<file path="config.mk">
export PLATFORM = sky130hd
export DESIGN_NAME = store_buffer
export DESIGN_NICKNAME = d
export VERILOG_FILES = /design/src/rtl/store_buffer.sv
export SDC_FILE = /design/constraint.sdc
export NUM_CORES = 1
export LEC_CHECK = 0
export ABC_AREA = 1
export BUFFER_PORTS_ARGS = -buffer_cell sky130_fd_sc_hd__buf_2
export CORE_UTILIZATION = 50
export CTS_BUF_LIST = sky130_fd_sc_hd__clkbuf_8
export DETAILED_ROUTE_END_ITERATION = 7
export GPL_ROUTABILITY_DRIVEN = 0
export GPL_TIMING_DRIVEN = 0
export PLACE_DENSITY = 0.74
export RECOVER_POWER = 25
export SYNTH_ARGS = -nofsm -noshare
export SYNTH_HDL_FRONTEND = slang
export SYNTH_SLANG_ARGS = --single-unit
export TNS_END_PERCENT = 1
</file>
<file path="constraint.sdc">
create_clock -name clk_i -period 4.07 [get_ports clk_i]
set_input_delay 0.407 -clock clk_i [delete_from_list [all_inputs] [get_ports clk_i]]
set_output_delay 0.407 -clock clk_i [all_outputs]
set_load 0.01 [all_outputs]
</file>
<file path="src/rtl/store_buffer.sv">
// store_buffer: in-order store FIFO in front of a combinational-read memory, stalling loads that overlap any buffered store
// Ports:
//   clk_i, reset_ni                          clock, asynchronous active-low reset
//   st_valid_i/st_ready_o, st_addr_i,
//   st_data_i, st_size_i                     store request (data right-aligned)
//   ld_valid_i/ld_ready_o, ld_addr_i,
//   ld_size_i, ld_data_o                     load request, completes when ld_ready_o
//   mem_rd_addr_o/size_o, mem_rd_data_i      memory read port (combinational)
//   mem_wr_enable_o/ready_i, mem_wr_addr_o,
//   mem_wr_data_o, mem_wr_size_o             memory write port, driven from the head entry
//   occupancy_o, empty_o                     buffer fill status
module store_buffer #(
   parameter int DEPTH  = 4,
   parameter int ADDR_W = 32
) (
   input  logic                     clk_i,
   input  logic                     reset_ni,
   input  logic                     st_valid_i,
   output logic                     st_ready_o,
   input  logic [ADDR_W-1:0]        st_addr_i,
   input  logic [31:0]              st_data_i,
   input  logic [1:0]               st_size_i,
   input  logic                     ld_valid_i,
   output logic                     ld_ready_o,
   input  logic [ADDR_W-1:0]        ld_addr_i,
   input  logic [1:0]               ld_size_i,
   output logic [31:0]              ld_data_o,
   output logic [ADDR_W-1:0]        mem_rd_addr_o,
   output logic [1:0]               mem_rd_size_o,
   input  logic [31:0]              mem_rd_data_i,
   output logic                     mem_wr_enable_o,
   input  logic                     mem_wr_ready_i,
   output logic [ADDR_W-1:0]        mem_wr_addr_o,
   output logic [31:0]              mem_wr_data_o,
   output logic [1:0]               mem_wr_size_o,
   output logic [$clog2(DEPTH):0]   occupancy_o,
   output logic                     empty_o
);
   localparam int PW  = $clog2(DEPTH);
   localparam int AW1 = ADDR_W + 1;
   logic [ADDR_W-1:0] r_addr [DEPTH];
   logic [31:0]       r_data [DEPTH];
   logic [1:0]        r_size [DEPTH];
   logic [PW-1:0]     r_head, r_tail;
   logic [PW:0]       r_count;
   logic              w_push, w_pop;
   logic [DEPTH-1:0]  w_hit;
   logic [AW1-1:0]    w_ld_lo, w_ld_hi;

   // the reserved size encoding is treated as a full word
   function automatic logic [2:0] nbytes(input logic [1:0] s);
      return s == 2'd0 ? 3'd1 : s == 2'd1 ? 3'd2 : 3'd4;
   endfunction

   assign st_ready_o      = r_count != (PW+1)'(DEPTH);
   assign mem_wr_enable_o = r_count != '0;
   assign w_push          = st_valid_i && st_ready_o;
   assign w_pop           = mem_wr_enable_o && mem_wr_ready_i;
   assign mem_wr_addr_o   = r_addr[r_head];
   assign mem_wr_data_o   = r_data[r_head];
   assign mem_wr_size_o   = r_size[r_head];
   assign occupancy_o     = r_count;
   assign empty_o         = r_count == '0;
   assign mem_rd_addr_o   = ld_addr_i;
   assign mem_rd_size_o   = ld_size_i;
   assign ld_data_o       = mem_rd_data_i;

   // byte ranges are compared one bit wider than the address so the end never wraps
   assign w_ld_lo = {1'b0, ld_addr_i};
   assign w_ld_hi = w_ld_lo + AW1'(nbytes(ld_size_i));

   // an entry is live when its distance from the head is below the count
   for (genvar g = 0; g < DEPTH; g++) begin : g_hz
      logic [PW-1:0]  w_off;
      logic [AW1-1:0] w_st_lo;
      assign w_off    = PW'(g) - r_head;
      assign w_st_lo  = {1'b0, r_addr[g]};
      assign w_hit[g] = ({1'b0, w_off} < r_count) && (w_st_lo < w_ld_hi) &&
                        (w_ld_lo < w_st_lo + AW1'(nbytes(r_size[g])));
   end

   assign ld_ready_o = ~|w_hit;

   always_ff @(posedge clk_i or negedge reset_ni) begin
      if (!reset_ni) begin
         r_head  <= '0;
         r_tail  <= '0;
         r_count <= '0;
      end else begin
         if (w_push) r_tail <= r_tail + PW'(1);
         if (w_pop) r_head <= r_head + PW'(1);
         r_count <= w_push && !w_pop ? r_count + (PW+1)'(1) :
                    !w_push && w_pop ? r_count - (PW+1)'(1) : r_count;
      end
   end

   always_ff @(posedge clk_i) begin
      if (w_push) begin
         r_addr[r_tail] <= st_addr_i;
         r_data[r_tail] <= st_data_i;
         r_size[r_tail] <= st_size_i;
      end
   end
endmodule

</file>
[Word-level counts from Yosys, hierarchy flattened]
Memory sizes are Yosys's and may differ from the RTL's.
Cells that the tools add are included.
Word-level totals
  flip-flop bits (word level): 7
  latch bits: 0
  bits in writable memories: 264
  memory bits (read-only): 0
  input bits: 137
  output and inout port bits: 139
  logic and storage cells: 75
  memories: 3
Memory list
  r_addr: words 4, width 32, rd ports 5, clocked after memory_dff 0, write ports 1, line 41  | logic [ADDR_W-1:0] r_addr [DEPTH];
  r_data: words 4, width 32, rd ports 1, clocked after memory_dff 0, write ports 1, line 42  | logic [31:0] r_data [DEPTH];
  r_size: words 4, width 2, rd ports 5, clocked after memory_dff 0, write ports 1, line 43  | logic [1:0] r_size [DEPTH];
Cells by class
  add/sub/neg operators: 13
  multiply operators: 0
  divide/modulo/power cells: 0
  $lt $le $gt $ge: 12
  equality and inequality tests: 6
  shift operators: 0
  multiplexer cells: 14
  bitwise gates (word level): 0
  reduce and logical (&&, ||, !) cells: 24
Operators by type and width (count)
  $lt 32x33->1: 8
  $add 32x3->33: 5
  $mux 3: 12
  $logic_and 1x1->1: 12
  $lt 2x3->1: 4
  $eq 2x1->1 const B: 5
  $logic_not 2->1: 5
  $add 2x1->2 const B: 2
  $reduce_or 4->1: 1
  $sub 1x2->2 const A: 2
  $sub 2x2->2 const A: 2
  $add 3x1->3 const B: 1
  $logic_not 1->1: 3
  $logic_not 3->1: 1
  $ne 3x3->1 const B: 1
  $reduce_bool 3->1: 1
  $sub 3x1->3 const B: 1
  $mux 1: 2
  $reduce_bool 2->1: 1

[Longest topological paths before layout]
Gate-level depths: netlist of the first run.
  word-level depth: 9
  mapped depth: 26
  mapped depth without buffers: 26

[Worst setup path before layout of the first run]
Ideal clock, no wire load.
  kind: reg-to-reg
  start: register r_count[2], in the netlist occupancy_o[2]
  end: memory r_addr[0][0] (enable)
  arrival time: 3.642 ns
  required time: 3.579 ns
  path slack: -0.062 ns
  cell stages (with the launch flop): 5
  buffers on the path: 1
  clock period less this slack: 4.132 ns
  cell sequence: dfrtp_1 -> clkbuf_1 -> nand2_1 -> nand2_1 -> nor2_1
Between the ends
  word-level cells in the longest chain between the ends: 4
Ends and longest elaborated chain
  from (decl): line 45  | logic [PW:0] r_count;
  from (signal assigned): line 92  | r_count <= w_push && !w_pop ? r_count + (PW+1)'(1) :
  $ne 3x3->1: line 55  | assign st_ready_o = r_count != (PW+1)'(DEPTH);
  net st_ready_o: line 19  | output logic st_ready_o,
  $logic_and 1x1->1: line 57  | assign w_push = st_valid_i && st_ready_o;
  $mux 1: line 98  | if (w_push) begin
  $mux 1 (implied by the code): line 99  | r_addr[r_tail] <= st_addr_i;
  to (decl): line 41
The timed path passes the listed nets, and every way through them passes these cells.

==> results of run 1 <==
==> flip-flops by register name (all words and copies together) (netlist names) <==
signal / cells
occupancy_o: 3
r_tail: 2
r_head: 2
r_addr: 128
r_data: 128
r_size: 8
==> final cells by class <==
type / count / area share (%)
clock inverter: 28 / 1.10
multi-input combinational: 1646 / 47.1
timing repair buffer: 271 / 6.32
clock buffer: 37 / 2.16
buffer: 103 / 2.70
inverter: 213 / 3.40
tap: 525 / 2.79
sequential: 271 / 34.4
antenna: 2 / 0.0213
==> metrics by stage <==
step                      util (%)  total power, W
after floorplan                  -         0.00728
after global placement        55.8         0.00934
after detailed placement      56.3         0.00954
after CTS                     58.8          0.0117
after global routing          58.8          0.0125
final                         58.8          0.0118
==> where the power goes <==
| group | switching [W] | total [W] | internal, W |
|---|---|---|---|
| combinational | 0.00352 | 0.00539 | 0.00188 |
| clock | 0.000975 | 0.00216 | 0.00118 |
| sequential | 0.000559 | 0.00425 | 0.00370 |
| total | 0.00505 | 0.0118 | 0.00675 |
==> synthesized netlist by cell type (all sizes together) (29+ instances only) <==
library cell / number
a22oi: 66
buf: 73
nand3: 167
nand4: 40
nand2: 459
o21ai: 29
nor2: 191
xnor2: 34
xor2: 116
inv: 213
clkbuf: 30
a21oi: 111
nor3: 77
edfxtp: 264
ha: 272
==> worst max path at each step <==
stage | slack (ns) | startpoint | endpoint
6_report | -0.66 | r_size[2][1] | ld_ready_o
5_1_grt | -0.87 | r_size[3][1] | ld_ready_o
3_5_place_dp | -0.30 | ld_addr_i[2] | ld_ready_o
2_1_floorplan | -0.06 | occupancy_o[2] | r_addr[0][0]
4_1_cts | -0.63 | r_size[0][1] | ld_ready_o
3_3_place_gp | -2.23 | occupancy_o[2] | r_addr[0][1]
==> cell families (layout without fill, tap and decap cells) <==
logic type | Yosys count | after routing
AOI/OAI and AO/OA | 259 | 259
xor gates and xnor gates | 150 | 150
adders and majority gates | 278 | 278
buffers and inverters | 316 | 652
DFF | 271 | 271
other | 0 | 2
and+or+nand+nor | 959 | 959
==> critical path, cell delays in order (launching register included) <==
cell and delay (ns):
edfxtp_1 0.45, nor2_1 0.13, ha_1 0.19, inv_1 0.06, fa_1 0.41, o22ai_2 0.17
nand2_1 0.13, nor2_4 0.14, nand4_4 0.16, nor2_4 0.18, nand4_1 0.19, xor2_1 0.23
ha_1 0.31, nand2_1 0.07, or3_1 0.39, a21oi_1 0.13, a21oi_1 0.08, nand2_1 0.07
nand2_1 0.06, nor2_1 0.10, buf_2 0.14
==> routing by layer <==
layer / GRT usage [%] / vias up / wire length (microns)
met1: 37.9 / 8331 / 24300
met3: 5.66 / 197 / 6650
li1: - / 8367 / -
met5: 0 / - / 80
met2: 49.3 / 953 / 29100
met4: 15.5 / 12 / 3120
==> repair_timing <==
item / 4_1_cts / 5_1_grt
hold endpoints to repair: 7 / 0
endpoints found under the setup margin: 1 / 1
pin swaps: 20 / 9
gates resized for setup: 20 / 12
setup buffers: 17 / 3
hold buffers: 1 / 0
==> impl_metrics.ini, run 1 <==
[cts]
numClockSinks = 271
cts-buffers-inserted = 37
clkLatencyLatePin_ns = 0.53
clock_tree_root_driver_cell = clkbuf_8
cts_tree = done
ctsLongestPathBuffers = 3
cts-htree-levels = 2
path_clk_slew_ns = 0.06

[drt]
totalWireLength_microns = 63200
first_pass_iters = 5
ant_nets = 0
drc = 0
dr_total_vias = 17900
route.detailed.vias_per_inst = 5.77
detail_route.iter0.violations = 1702
detail_route.wl_per_cell_microns = 20.4

[floorplan]
io_pins = 276
core_area_sq_mm = 0.0400
fp.dieArea_sq_mm = 0.0417
die_height_microns = 204
chipWidth_microns = 204
start_util_pct = 51.1
fp-row-count = 73

[synth]
synthDominantAreaCellType = edfxtp_1
synth_sequential_area_ratio_pct = 39.6
synth.area.top_cells = edfxtp_1 (39%), ha_1 (17%), nand2_1 (8.2%), xor2_1 (5.0%), inv_1 (3.8%)
synth_flop_cell = edfxtp_1
synth_area_per_cell_sq_um = 9.16
synthesis.nets = 2648
area_fraction_of_the_dominant_cell_type_after_synthesis_pct = 38.7
yosysUniqueCellTypes = 49
post_synthesis_cell_count = 2233
post_synthesis_share_of_cell_area_spent_on_full_adders_half_adders_and_majority_gates_pct = 17.2
yosys_warnings = 0
post_synth_and_or_nand_nor_area_fraction_pct = 21.7
share_of_cell_area_taken_by_muxes_after_synthesis_pct = 0
synth-edff-count = 264
asyncSetResetFlopFracSynth_pct = 2.58
synth.cell_area_sq_mm = 0.0205
main_combinational_cell_family_by_area_after_synthesis = simple AND/OR/NAND/NOR gates
complex_gate_fraction_of_the_synthesized_area_pct = 8.02
postSynthRegisterBits = 271
synth_xor_area_share_pct = 6.42

[setup_path]
critPathCaptureType = output port
ff_to_ff_setup_slack_ns = 1.45
worstReg2RegStart = occupancy_o[2]
worst_ep_arrival_time_ns = 4.32
crit_path_max_fanout = 4
reg2regPathDepth = 6
r2r-end = r_data[3][30]
worstSetupPathType = reg2out
timing.critical_path.required_ns = 3.66
crit_path_start_kind = flop

[power_and_ir_drop]
peakVddDrop_mv = 0.544
power_density_mw_per_mm2 = 502
power_leakage_nw = 10.2

[placement]
detailed_place_hpwl_microns = 50700
place_ws_ns = -0.305
placed_cell_area_sq_mm = 0.0225
placed_cells = 3008
buffers_on_ports = 242

[cells_and_area]
share_of_post_route_cells_with_drive_strength_above_1_pct = 17.2
regArea_sq_mm = 0.00810
fin_area_sq_mm = 0.0235
n_fill_cell = 3422
nNetsFinal = 2958
most-common-layout-cells = nand2_1 (446), ha_1 (269), edfxtp_1 (264)
area_of_combinational_cells_with_multiple_inputs_sq_mm = 0.0111
syn2layout_area_growth_pct = 15.0
stdcell_count = 3096
most_common_library_cell_in_the_layout_ignoring_fill_and_taps = nand2_1

[run_status]
run_status = complete, but fails checks
violations = negative setup slack

[global_routing]
global_route_usage_sum_pct = 30.1
grt_antenna_before_repair = 8
grt_pass1_vias = 17500
grt.overflow.total = 0
largest_net_degree_at_the_start_of_global_routing = 30
global_route_wire_length_before_repair_microns = 95100

[timing]
maxSlewHeadroom_pct = 34.5
period_minus_slack_ns = 4.73
final.setup_skew_ns = 0.0141
worst_max_slew_pin_slew_ns = 0.980
fmax_mhz = 211
grt_setup_unrepaired = true
hold_violations = 0
setup_viol = 1
finalWorstSetupSlack_ns = -0.660
post-route-period-util_pct = 116
finalHoldWorstSlack_ns = 0.106
final.setup.tns_ns = -0.660
final-max-slew-violation-count = 0

[min_path]
min_from = st_data_i[27]
min_path_type = in2reg
hold_end = r_data[2][27]
min_path_cells = 1

[run]
maxCapViolCount = 0
(Power assumes the default switching activity.)
==> inputs of run 2 (changes only) <==
--- a/config.mk
+++ b/config.mk
@@ -8,7 +8,7 @@
 export ABC_AREA = 1
 export BUFFER_PORTS_ARGS = -buffer_cell sky130_fd_sc_hd__buf_2
 export CORE_UTILIZATION = 50
-export CTS_BUF_LIST = sky130_fd_sc_hd__clkbuf_8
+export CTS_BUF_LIST = sky130_fd_sc_hd__clkbuf_4 sky130_fd_sc_hd__clkbuf_8
 export DETAILED_ROUTE_END_ITERATION = 7
 export GPL_ROUTABILITY_DRIVEN = 0
 export GPL_TIMING_DRIVEN = 0
==> constraint.sdc (replaced) <==
create_clock -name clk_i -period 4 [get_ports clk_i]
set_input_delay 0.4 -clock clk_i [delete_from_list [all_inputs] [get_ports clk_i]]
set_output_delay 0.4 -clock clk_i [all_outputs]
set_load 0.01 [all_outputs]
==> run 2 against run 1 <==
The flow still finishes with violations (negative setup slack). First-iteration DRC count decreased by 3.5%. Global-route usage about the same. Cell count about the same. Non-clock buffer count unchanged. Via count decreased by 0.35%. Clock power increased by 2%. Register-to-register slack got worse by 0.06 ns. Setup slack got worse by 0.068 ns. Clock skew decreased by 0.0043 ns. Clock-buffer cell count increased by 3.
==> impl_metrics.ini, run 2 (synthesis gave the netlist of run 1 again) <==
[placement]
placed_cell_area_sq_mm = 0.0225
buffers_on_ports = 242
detailed_place_hpwl_microns = 50700

[cells_and_area]
nNetsFinal = 2958
share_of_post_route_cells_with_drive_strength_above_1_pct = 17.3
most_common_library_cell_in_the_layout_ignoring_fill_and_taps = nand2_1
most-common-layout-cells = nand2_1 (446), ha_1 (269), edfxtp_1 (264)
fin_area_sq_mm = 0.0235
utilization_pct = 58.8
largest_registers = r_addr (128), r_data (128), r_size (8)
n_fill_cell = 3410
syn2layout_area_growth_pct = 15.1

[power_and_ir_drop]
power_density_mw_per_mm2 = 511
power_leakage_nw = 10.2
peakVddDrop_mv = 0.554

[cts]
cts-buffers-inserted = 37
clkLatencyLatePin_ns = 0.52
cts_tree = done
cts-htree-levels = 2
path_clk_slew_ns = 0.06
numClockSinks = 271
clock_tree_root_driver_cell = clkbuf_8
ctsLongestPathBuffers = 3

[global_routing]
largest_net_degree_at_the_start_of_global_routing = 30
global_route_wire_length_before_repair_microns = 95200
grt_pass1_vias = 17500
grt.overflow.total = 0
global_route_usage_sum_pct = 30.1
grt_antenna_before_repair = 8

[floorplan]
chipWidth_microns = 204
fp-row-count = 73
fp.dieArea_sq_mm = 0.0417
io_pins = 276
core_area_sq_mm = 0.0400
start_util_pct = 51.1
die_height_microns = 204

[drt]
route.detailed.vias_per_inst = 5.75
dr_total_vias = 17800
drc = 0
ant_nets = 0
first_pass_iters = 6
detail_route.iter0.violations = 1642
totalWireLength_microns = 63200
detail_route.wl_per_cell_microns = 20.4

[run]
maxCapViolCount = 0

[timing]
grt_setup_unrepaired = true
post-route-period-util_pct = 118
final.setup_skew_ns = 0.00978
maxSlewHeadroom_pct = 35.5
setup_viol = 1
fmax_mhz = 211
period_minus_slack_ns = 4.73
worst_max_slew_pin_slew_ns = 0.965
final-max-slew-violation-count = 0
hold_violations = 0
finalWorstSetupSlack_ns = -0.728

[min_path]
min_from = st_data_i[21]
min_path_cells = 1
min_path_type = in2reg
hold_end = r_data[3][21]

[setup_path]
crit_family = simple AND/OR/NAND/NOR gates
crit_path_start_kind = flop
crit_slowest_cell = edfxtp_1
worst_ep_arrival_time_ns = 4.33
cp_cell_sequence = nor2_1, ha_1, inv_1, fa_1, o22ai_2, nand2_1, nor2_4, nand4_4, nor2_4, nand4_1, xor2_1, ha_1, nand2_1, or3_1, a21oi_1, a21oi_1, nand2_1, nand2_1, nor2_1, buf_2
reg2regPathDepth = 6
critical_path_buf_inv_count = 2
critical_path_most_common_cell = nand2_1
critPathCaptureType = output port
worstReg2RegStart = occupancy_o[2]
max_stage_delay_ns = 0.46
timing.critical_path.required_ns = 3.60
worstSetupStartpoint = r_size[2][1]
crit_path_max_fanout = 4
ff_to_ff_setup_slack_ns = 1.39
r2r-end = r_data[3][30]
worstSetupPathType = reg2out

[run_status]
violations = negative setup slack
run_status = complete, but fails checks
## run 2: changes by cell type in the layout (fill, tap and decap cells not counted)
cell	before	now
diode_2	2	3
clkbuf_4	0	3
inv_1	209	206
## run 2: worst max path at each step
stage / slack [ns] / to / depth (start not counted)
floorplan: -0.13 / r_addr[0][0] / 4
global placement: -2.30 / r_addr[0][1] / 4
detailed placement: -0.37 / ld_ready_o / 23
CTS: -0.69 / ld_ready_o / 25
global route: -0.94 / ld_ready_o / 22
finish: -0.73 / ld_ready_o / 20
## run 2: through the flow
stage / total power (W) / setup slack (ns) / setup TNS [ns] / hold WS [ns] / std cells
finish: 0.0120 / -0.728 / -0.728 / 0.101 / 3097
global route: 0.0128 / -0.937 / -0.937 / 0.0913 / 3095
CTS: 0.0120 / -0.692 / -0.692 / 0.0556 / 3091
detailed placement: 0.00971 / -0.366 / -0.366 / 0.253 / 3008
global placement: 0.00951 / -2.30 / -587.19 / 0.250 / 3000
floorplan: 0.00741 / -0.132 / -34.95 / 0.104 / 2233
## run 2: worst register-to-register path: stages (launching register included)
cell and delay, ns:
dfrtp_1 0.37, clkbuf_1 0.21, nand2_1 0.14, nand2_1 0.28, nor2_4 0.84, buf_16 0.25
buf_12 0.21
## run 2: area by class of cell
class	instances	area (sq um)	area share [%]
plain buffers	103	636	2.70
repair buffers	271	1490	6.31
clock inverters	25	246	1.05
diodes	3	7.51	0.0319
multi-input cells	1646	11100	47.0
well taps	525	657	2.79
inverters	213	800	3.40
clock buffers	40	532	2.26
flip-flops and latches	271	8100	34.4
## run 2: what timing repair did
item	4_1_cts	5_1_grt
buffers inserted	17	3
resized for setup	20	12
endpoints found under the hold margin	7	0
endpoints found under the setup margin	1	1
hold buffers	1	0
pin swaps	20	9
## run 2: report_power, final
| group | internal [W] | leakage, nW | switching, W |
|---|---|---|---|
| Sequential | 0.00376 | 2.50 | 0.000567 |
| Combinational | 0.00191 | 7.25 | 0.00358 |
| Clock | 0.00123 | 0.408 | 0.000985 |
| Total | 0.00690 | 10.2 | 0.00513 |
## run 2: per-layer routing
layer  vias up  global-route usage, %  wire length, microns
met4        10                   15.5                  3040
met3       191                   5.66                  6750
met1      8304                   37.9                 24100
met2       938                   49.3                 29200
met5         -                      0                    67
li1       8355                      -                     -
==> inputs of run 3 (changes only) <==
--- a/config.mk
+++ b/config.mk
@@ -12,7 +12,7 @@
 export DETAILED_ROUTE_END_ITERATION = 7
 export GPL_ROUTABILITY_DRIVEN = 0
 export GPL_TIMING_DRIVEN = 0
-export PLACE_DENSITY = 0.74
+export PLACE_DENSITY = 0.86
 export RECOVER_POWER = 25
 export SYNTH_ARGS = -nofsm -noshare
 export SYNTH_HDL_FRONTEND = slang
==> run 3 against run 2 <==
The run still ends with negative setup slack left. Largest cell class unchanged. Power up 1.7%. Critical path depth unchanged. Final area grew 0.64%. Hold slack worse by 0.00081 ns. Die area did not move. Clock-buffer cell count increased by 2. Routed wire length up 4.7%. Combinational power increased by 3%. Register-to-register slack improved by 0.04 ns. Sequential cell count stayed put. First-iteration DRC count is 32% higher. Global-route usage grew 0.97 points.
==> impl_metrics.ini, run 3 (synthesis gave the netlist of run 1 again) <==
[drt]
detail_route.wl_per_cell_microns = 21.3
ant_nets = 0
detail_route.iter0.violations = 2163
route.detailed.vias_per_inst = 6.05
first_pass_iters = 6
totalWireLength_microns = 66200
dr_total_vias = 18800
drc = 0

[setup_path]
critPathCaptureType = output port
crit_slowest_cell = edfxtp_1
crit_family = simple AND/OR/NAND/NOR gates
ff_to_ff_setup_slack_ns = 1.43
critical_path_buf_inv_count = 3
worst_ep_arrival_time_ns = 4.35
timing.critical_path.required_ns = 3.60
crit_path_max_fanout = 4
crit_path_start_kind = flop
max_stage_delay_ns = 0.44
cp_cell_sequence = buf_4, nor2_1, inv_1, fa_2, o22ai_4, nand2_2, nor2_4, nand4_4, nor2_4, nand4_1, xor2_1, ha_1, nand2_1, or3_1, a21oi_2, a21oi_2, nand2_1, nand2_2, nor2_2, buf_2
worstSetupPathType = reg2out

[cts]
clock_tree_root_driver_cell = clkbuf_8
ctsLongestPathBuffers = 3
cts-buffers-inserted = 36
cts-htree-levels = 2
numClockSinks = 271
clkLatencyLatePin_ns = 0.52
cts_tree = done
path_clk_slew_ns = 0.07

[cells_and_area]
fin_area_sq_mm = 0.0237
share_of_post_route_cells_with_drive_strength_above_1_pct = 18.2
syn2layout_area_growth_pct = 15.8
largest_registers = r_addr (128), r_data (128), r_size (8)
most-common-layout-cells = nand2_1 (444), ha_1 (268), edfxtp_1 (264)
most_common_library_cell_in_the_layout_ignoring_fill_and_taps = nand2_1
stdcell_count = 3104
nNetsFinal = 2971
n_fill_cell = 3213

[timing]
setup_viol = 1
period_minus_slack_ns = 4.75
grt_setup_unrepaired = true
final-max-slew-violation-count = 0
fmax_mhz = 210
maxSlewHeadroom_pct = 38.0
post-route-period-util_pct = 119
hold_violations = 0
finalWorstSetupSlack_ns = -0.751
final.setup_skew_ns = 0.0212
worst_max_slew_pin_slew_ns = 0.927

[placement]
placed_cell_area_sq_mm = 0.0225
buffers_on_ports = 242
placed_cells = 3008
detailed_place_hpwl_microns = 50900

[run_status]
violations = negative setup slack
run_status = complete, but fails checks

[global_routing]
global_route_wire_length_before_repair_microns = 98300
grt.overflow.total = 0
global_route_usage_sum_pct = 31.1
grt_antenna_before_repair = 7
grt_pass1_vias = 18500
largest_net_degree_at_the_start_of_global_routing = 29

[floorplan]
io_pins = 276
fp-row-count = 73
fp.dieArea_sq_mm = 0.0417
die_height_microns = 204
start_util_pct = 51.1
chipWidth_microns = 204
core_area_sq_mm = 0.0400

[power_and_ir_drop]
peakVddDrop_mv = 0.648
power_density_mw_per_mm2 = 516
power_leakage_nw = 10.2

[min_path]
min_path_type = in2reg

[run]
maxCapViolCount = 0
## run 3: cell count changes in the layout (fill, tap and decap cells not counted), moves of 2 or more
cell and change:
buf_2 +2, buf_4 +13, clkbuf_1 -2, clkbuf_4 +2
clkinv_1 -5, clkinv_2 -3, diode_2 -2, nand2_1 -2
nand2_2 +2, nor2_1 -3, nor2_4 +2
## run 3: what timing repair did
action | CTS | global route
pin swaps | 27 | 21
hold buffers | 1 | 0
endpoints found under the setup margin | 1 | 1
endpoints found under the hold margin | 7 | 0
gates resized for setup | 26 | 18
setup buffers | 21 | 13
## run 3: routing by layer
metal / up-vias / GRT usage [%] / routed length, microns / share of wire, %
met5: - / 0 / 65 / 0.098
met4: 10 / 20.0 / 4750 / 7.2
met3: 366 / 6.22 / 8800 / 13
met2: 1420 / 51.2 / 30000 / 45
met1: 8602 / 37.0 / 22600 / 34
li1: 8387 / - / - / -
## run 3: stage by stage
step | TNS, ns | setup WS (ns) | power, W | utilization (%) | hold slack [ns]
after floorplan | -34.95 | -0.132 | 0.00741 | - | 0.104
after global placement | -553.16 | -2.16 | 0.00944 | 55.8 | 0.250
after detailed placement | -0.378 | -0.378 | 0.00973 | 56.3 | 0.248
after CTS | -0.634 | -0.634 | 0.0120 | 58.9 | 0.0907
after global routing | -0.983 | -0.983 | 0.0128 | 59.2 | 0.118
final | -0.751 | -0.751 | 0.0122 | 59.2 | 0.100
## run 3: path summary, 6_finish.rpt
path / endpoint / cells after the start / start
worst min register to register: r_tail[0] / 2 / r_tail[0]
worst min-delay path: r_addr[3][28] / 1 / st_addr_i[28]
worst max-delay path: ld_ready_o / 20 / r_size[2][1]
min in group asynchronous: occupancy_o[2] / 2 / reset_ni
max in group asynchronous: r_tail[1] / 2 / reset_ni
worst max register to register: r_addr[3][10] / 6 / occupancy_o[2]
## run 3: cell type report
type / instances / area (sq um) / area share (%)
multi-input combinational: 1646 / 11100 / 47.0
sequential: 271 / 8100 / 34.2
timing repair buffer: 285 / 1590 / 6.71
inverter: 213 / 800 / 3.37
tap: 525 / 657 / 2.77
buffer: 103 / 636 / 2.68
clock buffer: 42 / 547 / 2.31
clock inverter: 18 / 220 / 0.930
antenna: 1 / 2.50 / 0.0106
## run 3: report_power, final
part	internal (W)	switching [W]	leakage [nW]
clock	0.00124	0.000981	0.398
sequential	0.00376	0.000581	2.50
combinational	0.00194	0.00373	7.32
